<file path="src/rtl/blob_tracker_pkg.sv">
// Shared camera definitions: default colour window, RGB565 field positions, default frame size
// and the blob tracker FSM state type.
package blob_tracker_pkg;

  localparam int unsigned WIDTH_DEF  = 640;
  localparam int unsigned HEIGHT_DEF = 480;

  localparam int unsigned R_MIN_DEF = 24;
  localparam int unsigned G_MAX_DEF = 15;
  localparam int unsigned B_MIN_DEF = 24;

  localparam int unsigned R_LSB  = 11;
  localparam int unsigned R_BITS = 5;
  localparam int unsigned G_LSB  = 5;
  localparam int unsigned G_BITS = 6;
  localparam int unsigned B_LSB  = 0;
  localparam int unsigned B_BITS = 5;

  typedef enum logic [1:0] {
    ST_IDLE,
    ST_ACTIVE,
    ST_FLUSH,
    ST_PUBLISH
  } state_t;

endpackage

</file>
<file path="src/rtl/colour_window_match.sv">
// Combinational RGB565 colour-window classifier; also used by the display overlay path.
module colour_window_match
  import blob_tracker_pkg::*;
#(
  parameter int unsigned R_MIN = R_MIN_DEF,
  parameter int unsigned G_MAX = G_MAX_DEF,
  parameter int unsigned B_MIN = B_MIN_DEF
) (
  input  logic [15:0] pixel,
  output logic        match_c
);

  logic [R_BITS-1:0] r;
  logic [G_BITS-1:0] g;
  logic [B_BITS-1:0] b;

  assign r = pixel[R_LSB +: R_BITS];
  assign g = pixel[G_LSB +: G_BITS];
  assign b = pixel[B_LSB +: B_BITS];

  assign match_c = (r >= R_BITS'(R_MIN)) && (g <= G_BITS'(G_MAX)) && (b >= B_BITS'(B_MIN));

endmodule

</file>
<file path="src/rtl/blob_tracker.sv">
// Per-frame statistics of colour-window matching pixels (count, coordinate sums, bounding box),
// published to the CPU through a valid/ack result register bank.
module blob_tracker
  import blob_tracker_pkg::*;
#(
  parameter  int unsigned WIDTH  = WIDTH_DEF,
  parameter  int unsigned HEIGHT = HEIGHT_DEF,
  parameter  int unsigned R_MIN  = R_MIN_DEF,
  parameter  int unsigned G_MAX  = G_MAX_DEF,
  parameter  int unsigned B_MIN  = B_MIN_DEF,
  localparam int unsigned XW     = $clog2(WIDTH),
  localparam int unsigned YW     = $clog2(HEIGHT),
  localparam int unsigned CW     = $clog2(WIDTH * HEIGHT + 1)
) (
  input  logic             clock,
  input  logic             reset,
  input  logic             sof,
  input  logic             eol,
  input  logic             pixelValid,
  input  logic [15:0]      pixelData,
  output logic             resultValid,
  input  logic             resultAck,
  output logic             resultOverrun,
  output logic [CW-1:0]    pixelCount,
  output logic [CW+XW-1:0] sumX,
  output logic [CW+YW-1:0] sumY,
  output logic [XW-1:0]    minX,
  output logic [XW-1:0]    maxX,
  output logic [YW-1:0]    minY,
  output logic [YW-1:0]    maxY
);

  // x needs one extra bit so it can rest at WIDTH once the line overruns
  localparam int unsigned XCW = XW + 1;
  localparam int unsigned SXW = CW + XW;
  localparam int unsigned SYW = CW + YW;
  localparam logic [XCW-1:0] X_END = XCW'(WIDTH);
  localparam logic [YW-1:0]  Y_LAST = YW'(HEIGHT - 1);

  state_t state, state_next;
  logic   flush_cnt;

  logic [XCW-1:0] x, cur_x;
  logic [YW-1:0]  y, cur_y;
  logic           pix_match_c, accept_c, publish_c;

  logic           s1_match;
  logic [XW-1:0]  s1_x;
  logic [YW-1:0]  s1_y;

  logic [CW-1:0]  acc_cnt;
  logic [SXW-1:0] acc_sx;
  logic [SYW-1:0] acc_sy;
  logic [XW-1:0]  acc_minx, acc_maxx;
  logic [YW-1:0]  acc_miny, acc_maxy;

  colour_window_match #(
    .R_MIN(R_MIN),
    .G_MAX(G_MAX),
    .B_MIN(B_MIN)
  ) u_match (
    .pixel  (pixelData),
    .match_c(pix_match_c)
  );

  // Next state; a sof always restarts the frame, aborting any frame in progress
  always_comb begin
    state_next = state;
    accept_c   = sof || (state == ST_ACTIVE);
    publish_c  = (state == ST_PUBLISH) && !sof;
    cur_x      = sof ? '0 : x;
    cur_y      = sof ? '0 : y;
    case (state)
      ST_IDLE:    state_next = ST_IDLE;
      ST_ACTIVE:  if (eol && (y == Y_LAST)) state_next = ST_FLUSH;
      ST_FLUSH:   if (flush_cnt) state_next = ST_PUBLISH;
      ST_PUBLISH: state_next = ST_IDLE;
      default:    state_next = ST_IDLE;
    endcase
    if (sof) state_next = ST_ACTIVE;
  end

  always_ff @(posedge clock) begin
    if (reset) begin
      state     <= ST_IDLE;
      flush_cnt <= 1'b0;
    end else begin
      state     <= state_next;
      flush_cnt <= (state == ST_FLUSH) && !flush_cnt;
    end
  end

  // Coordinate counters and pipeline stage 1 (match bit tagged with its coordinates)
  always_ff @(posedge clock) begin
    if (reset) begin
      x        <= '0;
      y        <= '0;
      s1_match <= 1'b0;
      s1_x     <= '0;
      s1_y     <= '0;
    end else begin
      if (sof) begin
        x <= pixelValid ? XCW'(1) : '0;
        y <= '0;
      end else if (state == ST_ACTIVE) begin
        if (eol) begin
          x <= '0;
          y <= y + 1'b1;
        end else if (pixelValid && (x != X_END)) begin
          x <= x + 1'b1;
        end
      end
      s1_match <= accept_c && pixelValid && (cur_x < X_END) && pix_match_c;
      s1_x     <= cur_x[XW-1:0];
      s1_y     <= cur_y;
    end
  end

  // Pipeline stage 2: accumulators; the first match seeds the bounding box
  always_ff @(posedge clock) begin
    if (reset || sof) begin
      acc_cnt  <= '0;
      acc_sx   <= '0;
      acc_sy   <= '0;
      acc_minx <= '0;
      acc_maxx <= '0;
      acc_miny <= '0;
      acc_maxy <= '0;
    end else if (s1_match) begin
      acc_cnt <= acc_cnt + 1'b1;
      acc_sx  <= acc_sx + SXW'(s1_x);
      acc_sy  <= acc_sy + SYW'(s1_y);
      if ((acc_cnt == '0) || (s1_x < acc_minx)) acc_minx <= s1_x;
      if ((acc_cnt == '0) || (s1_x > acc_maxx)) acc_maxx <= s1_x;
      if ((acc_cnt == '0) || (s1_y < acc_miny)) acc_miny <= s1_y;
      if ((acc_cnt == '0) || (s1_y > acc_maxy)) acc_maxy <= s1_y;
    end
  end

  // Result bank; a publish takes priority over a same-cycle ack
  always_ff @(posedge clock) begin
    if (reset) begin
      resultValid   <= 1'b0;
      resultOverrun <= 1'b0;
      pixelCount    <= '0;
      sumX          <= '0;
      sumY          <= '0;
      minX          <= '0;
      maxX          <= '0;
      minY          <= '0;
      maxY          <= '0;
    end else if (publish_c) begin
      resultValid   <= 1'b1;
      resultOverrun <= resultValid && !resultAck;
      pixelCount    <= acc_cnt;
      sumX          <= acc_sx;
      sumY          <= acc_sy;
      minX          <= acc_minx;
      maxX          <= acc_maxx;
      minY          <= acc_miny;
      maxY          <= acc_maxy;
    end else if (resultAck && resultValid) begin
      resultValid   <= 1'b0;
      resultOverrun <= 1'b0;
    end
  end

endmodule

</file>
<file path="config.mk">
export PLATFORM = sky130hd
export DESIGN_NAME = blob_tracker
export DESIGN_NICKNAME = d
export VERILOG_FILES = /design/src/rtl/blob_tracker_pkg.sv /design/src/rtl/colour_window_match.sv /design/src/rtl/blob_tracker.sv
export SDC_FILE = /design/constraint.sdc
export NUM_CORES = 1
export LEC_CHECK = 0
export CAP_MARGIN = 0
export CORE_ASPECT_RATIO = 1.5
export CORE_MARGIN = 2
export CORE_UTILIZATION = 48
export DETAILED_ROUTE_END_ITERATION = 12
export PLACE_DENSITY = 0.7
export SYNTH_ARGS = -nofsm -noshare
export SYNTH_HDL_FRONTEND = slang
export SYNTH_HIERARCHICAL = 1
export SYNTH_SLANG_ARGS = --single-unit
export TNS_END_PERCENT = 10
</file>
<file path="constraint.sdc">
create_clock -name clock -period 4.2 [get_ports clock]
set_input_delay 1.05 -clock clock [delete_from_list [all_inputs] [get_ports clock]]
set_output_delay 1.05 -clock clock [all_outputs]
set_load 0.005 [all_outputs]
</file>
==> results.sh <==
export IMPL_placed_cell_area_sq_um=13610
export IMPL_setup_violations=0
export IMPL_rrSetupSlack_ns=1.60
export IMPL_worst_pin_slew_ns=1.167
export IMPL_crit_path_start_kind="register"
export IMPL_cts_path_max_buffers=3
export IMPL_cellPowerDensity_nw_per_um2=346.4
export IMPL_dp_cells=1839
export IMPL_die_area_sq_um=26480
export IMPL_reg2reg_to="acc_miny[1]"
export IMPL_grt_overflow=0
export IMPL_post_cts_setup_buffers=0
export IMPL_maxSlewHeadroom_pct=21.87
export IMPL_dr_pass1_iters=7
export IMPL_hold_buffers=0
export IMPL_min_from="minX[2]"
export IMPL_synth_cell_types=60
export IMPL_htree_levels=1
export IMPL_fin_nets=1626
export IMPL_antenna_found_initial=0
export IMPL_post_route_util_pct=58.15
export IMPL_synth_flop_cell="dfxtp_1"
export IMPL_area_growth_synth_to_final_pct=19.74
export IMPL_synth_top_area_share_pct=45.24
export IMPL_cp_top_family="compound AO/OA/AOI/OAI gates"
export IMPL_crit_required_ns=4.62
export IMPL_slew_violations=0
export IMPL_hold_path_depth=2
export IMPL_grt_usage_pct=20.55
export IMPL_drt_iter0_markers=446
export IMPL_p_leak_nw=5.108
export IMPL_ios=138
export IMPL_syn_num_nets=1536
export IMPL_clock_fmax_mhz=384.1
export IMPL_routed_wl_mm=27.19
export IMPL_clockRootBuffer="clkbuf_16"
export IMPL_final_cell_count_no_fill=1885
export IMPL_cp_max_fo=9
export IMPL_rr_worst_depth=8
export IMPL_yosys_warnings=6
export IMPL_path_common_cell="nor2_1"
export IMPL_grt_max_degree=109
export IMPL_fin_crit_ns=2.603
export IMPL_syn_area_per_cell_sq_um=8.337
export IMPL_cts_sinks=273
export IMPL_synth_common_cells="nand2_1 (285), dfxtp_1 (273), a21oi_1 (148)"
export IMPL_start_util_pct=48.57
export IMPL_grt_first_pass_wirelength_mm=45.51
export IMPL_yosysMostFrequentCell="nand2_1"
export IMPL_netlist_instances=1449
export IMPL_via_per_inst=5.284
export IMPL_path_cells="inv_1, ha_1, nor4b_1, nand4_1, nor2_1, a2bb2oi_1, mux2i_1, nor2_1"
export IMPL_route_antenna_remaining_nets=0
export IMPL_synth_edf_count=0
export IMPL_vias=9960
export IMPL_worstHoldEndpoint="minX[2]"
export IMPL_synthArstFlopShare_pct=0
export IMPL_portBuffers=127
export IMPL_reg2reg_from="acc_cnt[0]"
export IMPL_path_class="register to register"
export IMPL_numCtsBuffers=26
export IMPL_cts_resized=0
export IMPL_die_y_um=198.3
export IMPL_rows=71
export IMPL_clock_latency_ns=0.53
export IMPL_hold_violations=0
export IMPL_die_x_um=133.5
export IMPL_ys_seq_area_share_pct=45.24
export IMPL_finalCritPeriodShare_pct=61.98
export IMPL_finalClockSkew_ns=0.01221
export IMPL_drive_above_1_share_pct=4.753
export IMPL_synth_seq_cells=273
export IMPL_path_clk_slew_ns=0.06
export IMPL_critPathSlowestCell="a2bb2oi_1"
export IMPL_critPathBufInv=1
export IMPL_drc=0
export IMPL_fin_tns_setup_ns=0
export IMPL_fin_area_sq_um=14470
export IMPL_synth_area_leaders="dfxtp_1 (45%), nand2_1 (8.9%), ha_1 (6.5%), a21oi_1 (6.1%), nor2_1 (4.4%)"
export IMPL_ir_drop_v=0.0003302
export IMPL_grt_pass1_vias=9416
export IMPL_status="finished, final reports clean"
export IMPL_place_hpwl_mm=18.73
export IMPL_yosys_area_top_type="dfxtp_1"
export IMPL_core_sq_um=24870
export IMPL_endpoint_kind="register"
export IMPL_slowest_delay_ns=0.89
export IMPL_gp_congestion=0.8907
export IMPL_tritoncts="yes"
export IMPL_syn_area_sq_um=12080
export IMPL_rsz0062_at_grt="false"
export IMPL_drv_cap=0
export IMPL_hp_class="register to register"
export IMPL_wl_per_cell_um=14.42
export IMPL_n_antenna_cell=0
export IMPL_crit_arrival_ns=3.02
-- kinds of logic after synthesis --
| logic type | Yosys count | synth area share, % |
|---|---|---|
| compound gates | 264 | 13.09 |
| xor+xnor | 80 | 5.800 |
| fa+ha+maj | 65 | 6.857 |
| buf+inv | 134 | 4.340 |
| flops | 273 | 45.24 |
| mux | 33 | 2.734 |
| simple gates | 600 | 21.94 |
-- worst max path at each step --
stage	from	endpoint	cells past startpoint
final	acc_cnt[0]	acc_miny[1]	8
after global routing	acc_cnt[0]	acc_maxy[7]	7
after detailed placement	sof	resultOverrun	5
after global placement	sof	x[2]	7
after floorplan	sof	sumX[0]	7
after CTS	acc_cnt[0]	acc_miny[1]	8
-- state kept, by name, summed over array words and instances (netlist names), 9 cells and up --
signal      count
acc_sx         29
sumX           29
acc_sy         28
sumY           28
acc_cnt        19
pixelCount     19
x              11
acc_maxx       10
acc_minx       10
maxX           10
minX           10
s1_x           10
acc_maxy        9
acc_miny        9
maxY            9
minY            9
s1_y            9
y               9
-- through the flow --
step | hold slack, ns | power, mW | setup slack [ns]
3_3_place_gp | 0.4432 | 2.757 | 1.142
5_1_grt | 0.4700 | 5.174 | 1.340
2_1_floorplan | 0.4443 | 2.721 | 1.863
6_report | 0.4517 | 5.011 | 1.597
3_5_place_dp | 0.4464 | 2.758 | 1.067
4_1_cts | 0.4545 | 5.065 | 1.582
-- final cells by class --
type	instances	area, sq um
clock inverter	8	73.82
clock buffer	38	777.0
inverter	54	202.7
multi-input combinational	1042	6116
sequential	273	5466
timing repair buffer	142	1419
tap	328	410.4
fill	2281	10410
-- tightest hold or removal path: cells and delay by family (launching register included) --
family          cells  cell delay [ns]
simple gates        1             0.05
compound gates      1             0.05
flops               1             0.31
-- where the power goes --
part | switching [mW] | internal, mW | leakage (nW) | total, mW
registers | 0.00443 | 2.59 | 2.20 | 2.60
logic | 0.0752 | 0.0264 | 2.49 | 0.102
clock network | 0.972 | 1.34 | 0.416 | 2.31
-- cells in the final DEF, fill, tap and decap left out, drive strengths merged, types with 5 or more instances in the layout --
cell type and instances:
buf 16, a21o 11, nand4 20, o21ai 35, nor3 15, ha 63
nand2 285, xor2 52, nand3 66, nor2 141, or2 5, dfxtp 273
and4 7, and3 14, a211oi 12, and2 18, o31ai 5, inv 54
nand2b 10, o211ai 16, a311o 10, clkinv 5, mux2i 33, clkbuf 38
xnor2 28, a21oi 148, clkdlybuf4s50 126
-- per-layer routing --
layer	vias to the layer above	share of wire [%]	wire length, um	track usage (%)
met4	0	2.4	647	5.871
li1	5071	-	-	-
met2	181	52	14110	38.83
met1	4665	42	11410	24.09
met5	-	0	0	0
met3	43	3.8	1027	2.714
(Power assumes the default switching activity.)
